--- src/rtl/cache_pkg.sv ---
// Shared constants and state encoding for the cache line server.
package cache_pkg;

    localparam int unsigned ADDR_W     = 25;
    localparam int unsigned LINE_W     = 6;
    localparam int unsigned LINE_WORDS = 32;
    localparam int unsigned WORD_W     = 16;

    typedef enum logic [2:0] {
        IDLE    = 3'd0,
        WB_REQ  = 3'd1,
        WB_DATA = 3'd2,
        FL_REQ  = 3'd3,
        FL_DATA = 3'd4,
        GAP     = 3'd5
    } state_t;

endpackage

--- src/rtl/line_fifo.sv ---
// Synchronous show-ahead FIFO with async reset; head word is visible on dout.
module line_fifo #(
    parameter int unsigned WIDTH = 16,
    parameter int unsigned DEPTH = 4
) (
    input  logic                     clk,
    input  logic                     rst,
    input  logic                     push,
    input  logic [WIDTH-1:0]         din,
    input  logic                     pop,
    output logic [WIDTH-1:0]         dout,
    output logic                     full,
    output logic                     empty,
    output logic [$clog2(DEPTH):0]   count
);

    localparam int unsigned PTR_W = $clog2(DEPTH);
    localparam int unsigned CNT_W = PTR_W + 1;

    logic [WIDTH-1:0] mem [DEPTH];
    logic [PTR_W-1:0] wr_ptr;
    logic [PTR_W-1:0] rd_ptr;
    logic             do_push;
    logic             do_pop;

    assign do_pop  = pop && !empty;
    assign do_push = push && (!full || do_pop);
    assign full    = (count == CNT_W'(DEPTH));
    assign empty   = (count == '0);
    assign dout    = mem[rd_ptr];

    // Storage, pointers and occupancy; pointers wrap naturally (power-of-2 depth).
    always_ff @(posedge clk or posedge rst) begin
        if (rst) begin
            wr_ptr <= '0;
            rd_ptr <= '0;
            count  <= '0;
            for (int unsigned i = 0; i < DEPTH; i++) begin
                mem[PTR_W'(i)] <= '0;
            end
        end else begin
            if (do_push) begin
                mem[wr_ptr] <= din;
                wr_ptr      <= wr_ptr + PTR_W'(1);
            end
            if (do_pop) begin
                rd_ptr <= rd_ptr + PTR_W'(1);
            end
            count <= count + CNT_W'(do_push) - CNT_W'(do_pop);
        end
    end

endmodule

--- src/rtl/cache_line_server.sv ---
// Memory-side responder moving one cache line per request: write-back, fill, or both.
module cache_line_server
    import cache_pkg::*;
#(
    parameter int unsigned ADDR       = ADDR_W,
    parameter int unsigned LINE       = LINE_W,
    parameter int unsigned RD_LAT     = 2,
    parameter int unsigned FIFO_DEPTH = 4
) (
    input  logic                   ddr_clk,
    input  logic                   rst,
    input  logic                   ddr_rd,
    input  logic                   ddr_wr,
    input  logic [ADDR-LINE-1:0]   hiaddr,
    output logic [WORD_W-1:0]      cache_din,
    input  logic [WORD_W-1:0]      cache_dout,
    output logic                   cache_write_data,
    output logic                   cache_read_data,
    output logic                   mem_req,
    output logic                   mem_we,
    output logic [ADDR-2:0]        mem_addr,
    input  logic                   mem_ack,
    output logic [WORD_W-1:0]      mem_wdata,
    output logic                   mem_wvalid,
    input  logic                   mem_wready,
    input  logic [WORD_W-1:0]      mem_rdata,
    input  logic                   mem_rvalid,
    output logic                   busy
);

    localparam int unsigned HI_W  = ADDR - LINE;
    localparam int unsigned WORDS = 2 ** (LINE - 1);
    localparam int unsigned CNT_W = LINE;
    localparam int unsigned OCC_W = $clog2(FIFO_DEPTH) + 1;
    localparam int unsigned SUM_W = $clog2(FIFO_DEPTH + RD_LAT + 2) + 1;

    state_t              state;
    state_t              next_state;
    logic [HI_W-1:0]     hi_lat;
    logic [CNT_W-1:0]    strobe_cnt;
    logic [CNT_W-1:0]    xfer_cnt;
    logic                gap_cnt;
    logic [RD_LAT-1:0]   dly;
    logic [SUM_W-1:0]    in_flight;

    logic                fifo_push;
    logic                fifo_pop;
    logic                fifo_full;
    logic                fifo_empty;
    logic [OCC_W-1:0]    fifo_count;
    logic [WORD_W-1:0]   fifo_head;

    logic                mem_req_c;
    logic                mem_we_c;
    logic                busy_c;
    logic                rd_c;
    logic                cwd_c;
    logic [WORD_W-1:0]   din_c;

    // Write-back buffer: a word enters RD_LAT cycles after its strobe.
    assign fifo_push  = dly[RD_LAT-1];
    assign fifo_pop   = mem_wvalid && mem_wready;
    assign mem_wvalid = !fifo_empty;
    assign mem_wdata  = fifo_empty ? '0 : fifo_head;
    assign mem_addr   = {hi_lat, {(LINE-1){1'b0}}};

    line_fifo #(
        .WIDTH (WORD_W),
        .DEPTH (FIFO_DEPTH)
    ) u_wb_fifo (
        .clk   (ddr_clk),
        .rst   (rst),
        .push  (fifo_push),
        .din   (cache_dout),
        .pop   (fifo_pop),
        .dout  (fifo_head),
        .full  (fifo_full),
        .empty (fifo_empty),
        .count (fifo_count)
    );

    // Strobes issued whose word has not yet landed in the FIFO.
    always_comb begin
        in_flight = SUM_W'(cache_read_data);
        for (int unsigned i = 0; i < RD_LAT; i++) begin
            in_flight = in_flight + SUM_W'(dly[i]);
        end
    end

    // State register.
    always_ff @(posedge ddr_clk or posedge rst) begin
        if (rst) begin
            state <= IDLE;
        end else begin
            state <= next_state;
        end
    end

    // Next-state logic; a write-back takes priority over a fill.
    always_comb begin
        next_state = state;
        unique case (state)
            IDLE: begin
                if (ddr_wr) begin
                    next_state = WB_REQ;
                end else if (ddr_rd) begin
                    next_state = FL_REQ;
                end
            end
            WB_REQ:  if (mem_ack) next_state = WB_DATA;
            WB_DATA: if (fifo_pop && xfer_cnt == CNT_W'(WORDS - 1)) next_state = GAP;
            FL_REQ:  if (mem_ack) next_state = FL_DATA;
            FL_DATA: if (mem_rvalid && xfer_cnt == CNT_W'(WORDS - 1)) next_state = GAP;
            GAP:     if (gap_cnt) next_state = IDLE;
            default: next_state = IDLE;
        endcase
    end

    // Output decode; strobes are throttled so the FIFO can never overflow.
    always_comb begin
        mem_req_c = (next_state == WB_REQ) || (next_state == FL_REQ);
        mem_we_c  = (next_state == WB_REQ) || (next_state == WB_DATA);
        busy_c    = (next_state != IDLE);
        rd_c      = 1'b0;
        cwd_c     = 1'b0;
        din_c     = cache_din;
        if (state == WB_DATA && strobe_cnt < CNT_W'(WORDS) && !fifo_full &&
            (SUM_W'(fifo_count) + in_flight) < SUM_W'(FIFO_DEPTH)) begin
            rd_c = 1'b1;
        end
        if (state == FL_DATA && mem_rvalid) begin
            cwd_c = 1'b1;
            din_c = mem_rdata;
        end
    end

    // Registered outputs.
    always_ff @(posedge ddr_clk or posedge rst) begin
        if (rst) begin
            mem_req          <= 1'b0;
            mem_we           <= 1'b0;
            busy             <= 1'b0;
            cache_read_data  <= 1'b0;
            cache_write_data <= 1'b0;
            cache_din        <= '0;
        end else begin
            mem_req          <= mem_req_c;
            mem_we           <= mem_we_c;
            busy             <= busy_c;
            cache_read_data  <= rd_c;
            cache_write_data <= cwd_c;
            cache_din        <= din_c;
        end
    end

    // Per-burst counters, read-latency pipe, gap timer and line address latch.
    always_ff @(posedge ddr_clk or posedge rst) begin
        if (rst) begin
            strobe_cnt <= '0;
            xfer_cnt   <= '0;
            gap_cnt    <= 1'b0;
            dly        <= '0;
            hi_lat     <= '0;
        end else begin
            dly     <= (dly << 1) | RD_LAT'(cache_read_data);
            gap_cnt <= (state == GAP) && !gap_cnt;
            if (state == IDLE && (ddr_wr || ddr_rd)) begin
                hi_lat <= hiaddr;
            end
            unique case (state)
                WB_DATA: begin
                    strobe_cnt <= strobe_cnt + CNT_W'(rd_c);
                    xfer_cnt   <= xfer_cnt + CNT_W'(fifo_pop);
                end
                FL_DATA: begin
                    xfer_cnt <= xfer_cnt + CNT_W'(mem_rvalid);
                end
                GAP: begin
                    strobe_cnt <= strobe_cnt;
                    xfer_cnt   <= xfer_cnt;
                end
                default: begin
                    strobe_cnt <= '0;
                    xfer_cnt   <= '0;
                end
            endcase
        end
    end

endmodule

--- config.mk ---
export PLATFORM = sky130hd
export DESIGN_NAME = cache_line_server
export DESIGN_NICKNAME = d
export VERILOG_FILES = /design/src/rtl/cache_pkg.sv /design/src/rtl/line_fifo.sv /design/src/rtl/cache_line_server.sv
export SDC_FILE = /design/constraint.sdc
export NUM_CORES = 1
export LEC_CHECK = 0
export ABC_CLOCK_PERIOD_IN_PS = 3090
export BUFFER_PORTS_ARGS = -buffer_cell sky130_fd_sc_hd__buf_2
export CAP_MARGIN = 25
export CORE_AREA = 2 2 112 114
export DETAILED_ROUTE_END_ITERATION = 8
export DIE_AREA = 0 0 114 116
export PLACE_DENSITY = 0.79
export SETUP_SLACK_MARGIN = 0.15
export SKIP_LAST_GASP = 1
export SLEW_MARGIN = 20
export SYNTH_ARGS = -nofsm -noshare
export SYNTH_HDL_FRONTEND = slang
export SYNTH_HIERARCHICAL = 1
export SYNTH_SLANG_ARGS = --single-unit
--- constraint.sdc ---
create_clock -name ddr_clk -period 3.09 [get_ports ddr_clk]
set_clock_uncertainty 0.05 [all_clocks]
set_input_delay 0.309 -clock ddr_clk [delete_from_list [all_inputs] [get_ports ddr_clk]]
set_output_delay 0.309 -clock ddr_clk [all_outputs]
set_load 0.01 [all_outputs]
==> out/results.txt, run 1 <==
outcome -> finished, final reports clean
H-Tree Depth -> 4
total CTS buffers -> 17
Netlist cell types -> 40
Hold Slack -> 0.0772 ns
RSZ-0062 raised after global routing -> no
Vias/cell -> 5.35
cell leakage power -> 3.30 nW
crit path kind -> reg2reg
final worst setup slack -> 0.487 ns
share of layout cells above drive strength 1 -> 0.521
most frequent cell after synthesis -> dfrtp_1
Pwr Density -> 1140 mW/mm^2
post-CTS setup buffer count -> 0
Iter 0 DRT Violations -> 109
synth cell count leaders -> dfrtp_1, mux2_2, nor2b_1, nand2_1, mux4_2
top_reg_cell synth -> dfrtp_1
Top Ports -> 120
Post-Place Cell Area -> 0.00653 mm^2
all-layer global routing usage -> 0.186
post-synthesis cell count -> 408
Tot Pwr -> 8.24 mW
I/O Buffers -> 114
fill cell count -> 906
first-pass GRT wire length -> 19,000 um
fraction of registers with async set/reset -> 1.00
Row Count -> 40
HPWL after DPL -> 7810 um
Tcrit/Tclk final -> 0.842
worst skew pair latency -> 0.41 ns
via count -> 3,736
maximum fanout along the worst path -> 5
Final Cell Area -> 0.00719 mm^2
Area Growth Syn to Fin -> 23.8%
Slew headroom -> 0.588
final WL -> 11,400 um
Chip Width -> 114 um
vias in the first global route -> 3,862
startpoint types -> flip-flop
Worst Tran Pin Value -> 0.618 ns
WL/cell -> 16.3 um
hold buffers post-CTS -> 1
final net count -> 608
TritonRoute pass-1 iters -> 4
Hold Vio Cnt, Final -> 0
# clock sinks -> 129
TritonCTS clock tree -> built
clk root buf -> clkbuf_16
die height -> 116 um
clock buffer depth -> 2
post-CTS resize count -> 0
clock slew at reported path FFs -> 0.06 ns
CP required -> 3.34 ns
final antenna-violating net count -> 0
pre-CTS WS -> 0.478 ns
# setup viols final -> 0
drc violations -> 0
Synth Warn # -> 6
antenna violations before repair -> 0
# diodes -> 0
Starting Density -> 0.488
Hold WC Path Type -> in2reg
share of the synthesized area in the top cell type -> 0.555
CP arrival -> 2.85 ns
core area -> 0.0119 mm^2
setup_tns -> 0 ns
Post-Syn Area -> 0.00581 mm^2
largest net degree at the start of global routing -> 39
number of synthesized flops with an enable pin -> 0
synth top area cells -> dfrtp_1, mux2_2, mux4_2
max-cap violations -> 0
Post-Syn Area per Cell -> 14.2 um^2
max-slew violation count -> 0
post-synth top area cell -> dfrtp_1
gr ovfl total -> 0
Final min period -> 2.60 ns
Fmax -> 384 MHz
die area -> 0.0132 mm^2
sequential fraction of the synthesis area -> 0.555
GPL Wtd Cong -> 0.808
Seq cells post-synth -> 129
Peak VDD IR -> 0.580 mV
crit path capture type -> flip-flop
## worst paths after layout
check / startpoint / end / slack (ns) / cells past startpoint
min reg2reg: dly[0] / dly[1] / 0.32 / 0
max: u_wb_fifo/count[1] / u_wb_fifo/count[2] / 0.49 / 9
max in group asynchronous: rst / u_wb_fifo/mem[13] / 1.85 / 4
max reg2reg: u_wb_fifo/count[1] / u_wb_fifo/count[2] / 0.49 / 9
min in group asynchronous: rst / u_wb_fifo/mem[2] / 0.35 / 3
min: hiaddr[6] / hi_lat[6] / 0.08 / 2
## kinds of logic (layout without fill, tap and decap cells)
group | Yosys count | after routing | synth area share
AOI/OAI and AO/OA | 34 | 34 | 0.0362
adders and majority gates | 12 | 12 | 0.0284
other | 1 | 5 | 0.000645
DFF | 129 | 129 | 0.555
buffers and inverters | 35 | 174 | 0.0364
muxes | 120 | 120 | 0.263
xor gates and xnor gates | 8 | 8 | 0.0121
and+or+nand+nor | 69 | 69 | 0.0680
## worst max-delay path, cell delays in order (launching register included)
cell and delay [ns]:
dfrtp_1 0.46, nor3_2 0.22, nor2b_1 0.11, nor4b_4 0.45
nand2b_1 0.23, mux2i_1 0.10, ha_1 0.21, fa_1 0.39
xnor2_1 0.15, xnor2_1 0.13
## state kept, by name (all words and copies together) (netlist names), 2 cells and up
| register | cells |
|---|---|
| u_wb_fifo/mem | 64 |
| state | 3 |
| cache_din | 16 |
| dly | 2 |
| xfer_cnt | 6 |
| u_wb_fifo/count | 3 |
| strobe_cnt | 6 |
| u_wb_fifo/rd_ptr | 2 |
| u_wb_fifo/wr_ptr | 2 |
| hi_lat | 19 |
## cells in the final DEF (no fill, tap or decap), types with 3 or more instances in the layout
| cell | n |
|---|---|
| buf_4 | 14 |
| inv_6 | 3 |
| ha_1 | 10 |
| conb_1 | 5 |
| nor2b_1 | 19 |
| nand3_1 | 4 |
| nor2_2 | 5 |
| mux2i_1 | 3 |
| inv_1 | 11 |
| a21o_1 | 3 |
| nand2b_1 | 5 |
| xnor2_1 | 6 |
| clkbuf_16 | 17 |
| dfrtp_1 | 129 |
| nor2_1 | 4 |
| a21oi_1 | 5 |
| nor3b_1 | 4 |
| nand2_1 | 17 |
| buf_2 | 114 |
| mux4_2 | 16 |
| a31oi_1 | 4 |
| bufinv_16 | 5 |
| o21ai_0 | 14 |
| mux2_2 | 100 |
## final cells by class
| class | instances | area (um^2) | area share |
|---|---|---|---|
| multi-input cells | 248 | 2390 | 0.333 |
| flip-flops and latches | 129 | 3230 | 0.449 |
| well taps | 147 | 184 | 0.0256 |
| repair buffers | 129 | 686 | 0.0953 |
| inverters | 13 | 48.8 | 0.00678 |
| clock inverters | 15 | 230 | 0.0320 |
| clock buffers | 17 | 425 | 0.0591 |
## layer usage
layer  GRT usage  part of all wire  routed length, um
met1       0.234              0.43               4870
met2       0.314              0.52               5880
met3      0.0497             0.046                527
met4      0.0626            0.0097                111
met5           0                 0                  0
## power by group
group	total (mW)	internal [mW]	switching (mW)
logic	3.05	1.71	1.34
clock network	2.20	1.44	0.760
registers	2.98	2.47	0.506
total	8.24	5.63	2.61
## metrics by stage
stage / util / instances
2_1_floorplan: - / 412
6_report: 0.604 / 698
4_1_cts: 0.604 / 698
3_5_place_dp: 0.548 / 665
3_3_place_gp: 0.548 / 665
5_1_grt: 0.604 / 698
(Power assumes the default switching activity.)
==> run 2, diff against run 1 <==
Settings changed: ABC_AREA set to 1, ABC_CLOCK_PERIOD_IN_PS 3090 to 2600, CORE_AREA 2 2 112 114 to 2 2 115 117, DIE_AREA 0 0 114 116 to 0 0 117 119, PLACE_DENSITY 0.79 to 0.76.
Clock period 3.09 ns to 2.6 ns, I/O delays scaled along.
==> run 2 against run 1 <==
Net effect: setup slack worse by 0.42 ns; final area increased by 8.7%; sequential power increased by 12%; maximum frequency grew 2.9%; die area grew 5.3%; core utilization up 0.34 points; critical path type unchanged; critical endpoint is now strobe_cnt[4].
==> out/results.txt, run 2 <==
cell leakage power -> 4.10 nW (+24%)
most common cell after layout, fill and taps aside -> nand2_1
max-cap violations -> 0 (unchanged)
Hold Slack -> 0.0213 ns (-0.0560 ns)
GPL Wtd Cong -> 0.784 (-2.9%)
TritonCTS clock tree -> built
largest family of logic cells by synthesized area -> simple AND/OR/NAND/NOR gates
most frequent cell after synthesis -> nand2_1
maximum fanout along the worst path -> 4 (-1)
Top Ports -> 120 (unchanged)
CP arrival -> 2.82 ns (-0.03 ns)
final net count -> 914 (+50%)
adder-cell area share of the yosys netlist -> 0.0267 (-0.00173)
Reg-to-Reg Start -> u_wb_fifo/count[0]
Post-Synth Simple-Gate Area -> 0.281 (+0.213)
Fmax -> 395 MHz (+2.9%)
top_reg_cell synth -> dfrtp_1
Largest regs -> u_wb_fifo/mem: 64 flops, hi_lat: 19 flops, cache_din: 16 flops
share of layout cells above drive strength 1 -> 0.266 (-0.255)
startpoint types -> flip-flop
CP dominant cell by count -> nand2_1
synth top area cells -> dfrtp_1, nand2_1, nand4_1
Area Growth Syn to Fin -> 26.3%
# setup viols final -> 0 (unchanged)
max reg flops -> 64 (unchanged)
number of synthesized flops with an enable pin -> 0 (unchanged)
fraction of registers with async set/reset -> 1.00 (unchanged)
share of the synthesized area in the top cell type -> 0.522 (-0.0339)
CP required -> 2.89 ns (-0.45 ns)
clk root buf -> clkbuf_16
HPWL after DPL -> 9620 um (+23%)
Final min period -> 2.53 ns (-0.0724 ns)
die area -> 0.0139 mm^2 (+5.3%)
synth cell count leaders -> nand2_1, dfrtp_1, nand4_1, nor2_1, inv_1
Tcrit/Tclk final -> 0.973 (+0.131)
Post-Syn Area per Cell -> 8.71 um^2 (-39%)
via count -> 5,449 (+46%)
crit path capture type -> flip-flop
Vias/cell -> 5.27 (-1.4%)
vias in the first global route -> 5,365 (+39%)
Worst Tran Pin Value -> 0.738 ns (+0.120 ns)
antenna violations before repair -> 0 (unchanged)
post-synthesis cell count -> 711 (+74%)
mux contribution to synthesized area -> 0.0346 (-0.228)
sequential fraction of the synthesis area -> 0.522 (-0.0339)
Compound-Gate Fraction of Synth Area -> 0.0580 (+0.0218)
Post-Syn Area -> 0.00619 mm^2 (+6.5%)
Iter 0 DRT Violations -> 598 (+450%)
clock slew at reported path FFs -> 0.05 ns (about the same)
Seq cells post-synth -> 129 (unchanged)
pre-CTS WS -> -0.0505 ns (-0.529 ns)
max-slew violation count -> 0 (unchanged)
first-pass GRT wire length -> 25,400 um (+34%)
final worst setup slack -> 0.0693 ns (-0.418 ns)
outcome -> finished, final reports clean
clock buffer depth -> 2 (unchanged)
CP max stage delay -> 0.40 ns (-0.06 ns)
Netlist cell types -> 33 (-18%)
die height -> 119 um (+2.6%)
WL/cell -> 15.4 um (-5.9%)
Post-Synth XOR/XNOR Area -> 0.00990 (-0.00215)
Hold Vio Cnt, Final -> 0 (unchanged)
Row Count -> 42 (+5.0%)
I/O Buffers -> 114 (unchanged)
Pwr Density -> 1240 mW/mm^2 (+8.5%)
crit path kind -> reg2reg
slowest CP cell -> dfrtp_1
TritonRoute pass-1 iters -> 6 (+2)
flop-to-flop setup slack -> 0.07 ns (-0.42 ns)
H-Tree Depth -> 4 (unchanged)
largest net degree at the start of global routing -> 72 (+85%)
Chip Width -> 117 um (+2.6%)
drc violations -> 0 (unchanged)
Top reg by flops -> u_wb_fifo/mem
worst skew pair latency -> 0.42 ns (about the same)
Peak VDD IR -> 0.813 mV (+40%)
post-synth top area cell -> dfrtp_1
most frequent cells in the layout -> nand2_1, dfrtp_1, buf_2
RSZ-0062 raised after global routing -> yes
# diodes -> 0 (unchanged)
Starting Density -> 0.481 (-0.00716)
final antenna-violating net count -> 0 (unchanged)
Hold WC Path Type -> in2reg
core area -> 0.0129 mm^2 (+8.1%)
# clock sinks -> 129 (unchanged)
total CTS buffers -> 17 (unchanged)
Synth Warn # -> 6 (unchanged)
final WL -> 15,900 um (+39%)
all-layer global routing usage -> 0.235 (+0.0495)
Slew headroom -> 0.508 (-0.0799)
min-delay src -> mem_rdata[15]
gr ovfl total -> 0 (unchanged)
crit path from -> u_wb_fifo/count[0]
crit-path cells -> inv_1 > fa_2 > inv_2 > ha_1 > nand2_1 > o21ai_2 > nor4_4 > ha_2 > ha_4 > nand2_4 > o21ai_1 > nand2_1 > o22ai_1
==> run 2: final cells by class <==
cell class              instances  area, um^2
clock buffers                  23         488
clock inverters                 9         105
fillers                      1085        5050
inverters                      49         184
multi-input cells             488        2620
flip-flops and latches        129        3230
well taps                     176         220
repair buffers                159         975
==> run 2: through the flow <==
stage / area, um^2 / setup TNS (ns) / power [mW] / util / std cells
after floorplan: 6200 / 0 / 5.85 / - / 715
after detailed placement: 6970 / -0.0932 / 7.19 / 0.542 / 981
after CTS: 7730 / 0 / 9.65 / 0.601 / 1029
after global routing: 7820 / -0.0708 / 10.4 / 0.607 / 1033
after global placement: 6970 / 0 / 7.06 / 0.542 / 981
final: 7820 / 0 / 9.71 / 0.607 / 1033
==> run 2: path summary, 6_finish.rpt <==
check / end / depth (start not counted)
min reg2reg: dly[1] / 0
min in group asynchronous: cache_din[11] / 4
min: cache_din[15] / 3
max reg2reg: strobe_cnt[4] / 13
max in group asynchronous: u_wb_fifo/mem[41] / 4
max: strobe_cnt[4] / 13
==> run 2: layer usage <==
layer  track usage  share of wire  up-vias  routed length (um)
li1              -              -     2605                   -
met1         0.303           0.42     2616                6620
met2         0.378           0.51      205                8110
met3        0.0565          0.056       23                 888
met4        0.0985          0.016        0                 248
met5             0              0        -                   0
==> run 2: timing repair <==
action,4_1_cts,5_1_grt
endpoints found under the hold margin,143,0
setup endpoints to repair,4,58
setup buffers,1,4
pin swaps,2,6
hold buffers,15,0
gates resized for setup,2,17
==> run 2: power by group <==
group	switching, mW	internal, mW	total, mW
Combinational	2.44	1.58	4.01
Sequential	0.524	2.81	3.33
Clock	0.861	1.51	2.37
Total	3.82	5.89	9.71
==> run 2: cell families (layout without fill, tap and decap cells) <==
logic type / count (synthesis) / in the layout
fa+ha+maj: 12 / 12
compound gates: 63 / 63
other cells: 1 / 5
flops: 129 / 129
xor+xnor: 7 / 7
buf+inv: 98 / 240
simple gates: 382 / 382
mux: 19 / 19
==> run 2: worst max-delay path: cells and delay by family, from the launching register on <==
kind	cells	cell delay (ns)
buffers and inverters	2	0.13
adder cells (fa/ha/maj)	4	0.98
AO/OA/AOI/OAI	3	0.39
flip-flops	1	0.40
AND/OR/NAND/NOR	4	0.50
==> run 3, diff against run 2 <==
Settings changed: CTS_BUF_LIST set to sky130_fd_sc_hd__clkbuf_8 sky130_fd_sc_hd__clkbuf_16.
==> run 3 against run 2 <==
Net effect: maximum frequency hardly changed; non-clock buffer count did not move; count of clock-buffer cells in the layout fell by 2; core utilization unchanged; power is 0.12% lower; first-iteration DRC count grew 1.0%; via count fell by 0.28%.
==> out/results.txt, run 3 (synthesized netlist as in run 2, its figures left out) <==
outcome -> finished, final reports clean
share of layout cells above drive strength 1 -> 0.266 (unchanged)
Row Count -> 42 (unchanged)
CP dominant cell by count -> nand2_1
Top Ports -> 120 (unchanged)
Final min period -> 2.53 ns (+0.00244 ns)
Tot Pwr -> 9.70 mW (-0.12%)
Chip Width -> 117 um (unchanged)
Final Non-Filler Cells -> 1,033 (unchanged)
TritonRoute pass-1 iters -> 6 (unchanged)
CP max stage delay -> 0.40 ns (about the same)
final net count -> 914 (unchanged)
# diodes -> 0 (unchanged)
CP arrival -> 2.82 ns (about the same)
Area Growth Syn to Fin -> 26.3% (unchanged)
# clock sinks -> 129 (unchanged)
all-layer global routing usage -> 0.235 (unchanged)
TritonCTS clock tree -> built
GPL Wtd Cong -> 0.784 (unchanged)
Slew headroom -> 0.513 (+0.00434)
clock buffer depth -> 2 (unchanged)
H-Tree Depth -> 4 (unchanged)
RSZ-0062 raised after global routing -> yes
clk root buf -> clkbuf_16
Largest regs -> u_wb_fifo/mem: 64 flops, hi_lat: 19 flops, cache_din: 16 flops
I/O Buffers -> 114 (unchanged)
via count -> 5,434 (-0.28%)
clock slew at reported path FFs -> 0.05 ns (about the same)
Vias/cell -> 5.26 (-0.28%)
Pwr Density -> 1240 mW/mm^2 (-0.12%)
largest net degree at the start of global routing -> 72 (unchanged)
max reg flops -> 64 (unchanged)
cell leakage power -> 4.11 nW (+0.20%)
Iter 0 DRT Violations -> 604 (+1.0%)
startpoint types -> flip-flop
CP required -> 2.89 ns (about the same)
first-pass GRT wire length -> 25,400 um (unchanged)
most common cell after layout, fill and taps aside -> nand2_1
max-cap violations -> 0 (unchanged)
vias in the first global route -> 5,365 (unchanged)
maximum fanout along the worst path -> 4 (unchanged)
drc violations -> 0 (unchanged)
core area -> 0.0129 mm^2 (unchanged)
total CTS buffers -> 17 (unchanged)
fill cell count -> 1,085 (unchanged)
FF+latch area -> 0.00323 mm^2 (unchanged)
WL/cell -> 15.3 um (-0.13%)
# setup viols final -> 0 (unchanged)
die height -> 119 um (unchanged)
Top reg by flops -> u_wb_fifo/mem
HPWL after DPL -> 9620 um (unchanged)
final antenna-violating net count -> 0 (unchanged)
gr ovfl total -> 0 (unchanged)
Multi-input gate area -> 0.00262 mm^2 (unchanged)
crit path kind -> reg2reg
most frequent cells in the layout -> nand2_1, dfrtp_1, buf_2
crit-path cells -> inv_1 > fa_2 > inv_2 > ha_1 > nand2_1 > o21ai_2 > nor4_4 > ha_2 > ha_4 > nand2_4 > o21ai_1 > nand2_1 > o22ai_1
Fmax -> 395 MHz (about the same)
Peak VDD IR -> 0.813 mV (about the same)
Hold WC Path Type -> in2reg
die area -> 0.0139 mm^2 (unchanged)
Worst Tran Pin Value -> 0.731 ns (-0.00651 ns)
Hold Vio Cnt, Final -> 0 (unchanged)
crit path capture type -> flip-flop
Starting Density -> 0.481 (unchanged)
slowest CP cell -> dfrtp_1
final WL -> 15,800 um (-0.13%)
antenna violations before repair -> 0 (unchanged)
max-slew violation count -> 0 (unchanged)
DP Cell Count -> 981 (unchanged)
worst skew pair latency -> 0.42 ns (about the same)
Tcrit/Tclk final -> 0.974 (about the same)
-- run 3: report_power, final --
part | switching, mW | total, mW | internal (mW) | leakage (nW)
Sequential | 0.523 | 3.33 | 2.81 | 1.66
Clock | 0.862 | 2.36 | 1.50 | 0.289
Combinational | 2.44 | 4.01 | 1.58 | 2.16
-- run 3: worst max-delay path, delay by kind of cell (launching register included) --
kind / cells / cell delay, ns
adder cells (fa/ha/maj): 4 / 0.98
flip-flops: 1 / 0.40
buffers and inverters: 2 / 0.13
AO/OA/AOI/OAI: 3 / 0.39
AND/OR/NAND/NOR: 4 / 0.50
-- run 3: routing by layer --
metal  GRT usage  vias up  routed length [um]
li1            -     2599                   -
met1       0.303     2608                6470
met2       0.378      199                8150
met3      0.0565       28                 926
met4      0.0985        0                 296
met5           0        -                   0
-- run 3: through the flow --
step / hold WS (ns) / setup TNS, ns / area (um^2) / util / setup WS, ns
3_3_place_gp: 0.304 / 0 / 6970 / 0.542 / 0.178
3_5_place_dp: 0.310 / -0.0932 / 6970 / 0.542 / -0.0505
5_1_grt: 0.0117 / -0.0708 / 7820 / 0.607 / -0.0432
4_1_cts: 0.00176 / 0 / 7730 / 0.601 / 0.153
2_1_floorplan: 0.304 / 0 / 6200 / - / 0.205
6_report: 0.0234 / 0 / 7820 / 0.607 / 0.0669
-- run 3: final cells by class --
cell class                      instances  share of cell area
Inverter                               49              0.0235
Clock inverter                         11              0.0144
Clock buffer                           21              0.0614
Timing Repair Buffer                  159               0.125
Multi-Input combinational cell        488               0.335
Sequential cell                       129               0.413
Tap cell                              176              0.0282
-- run 3: what timing repair did --
| item | CTS | global route |
|---|---|---|
| pin swaps | 2 | 6 |
| hold buffers | 15 | 0 |
| endpoints found under the setup margin | 4 | 58 |
| endpoints found under the hold margin | 143 | 0 |
| buffers inserted | 1 | 4 |
| resized for setup | 2 | 17 |
-- run 3: final timing paths --
check | start | endpoint | slack (ns) | cells after the start
setup reg to reg | u_wb_fifo/count[0] | strobe_cnt[4] | 0.07 | 13
min in group asynchronous | rst | cache_din[11] | 0.41 | 4
max in group asynchronous | rst | u_wb_fifo/mem[19] | 1.74 | 4
setup / recovery | u_wb_fifo/count[0] | strobe_cnt[4] | 0.07 | 13
hold reg to reg | dly[0] | dly[1] | 0.33 | 0
hold / removal | mem_rdata[15] | cache_din[15] | 0.02 | 3
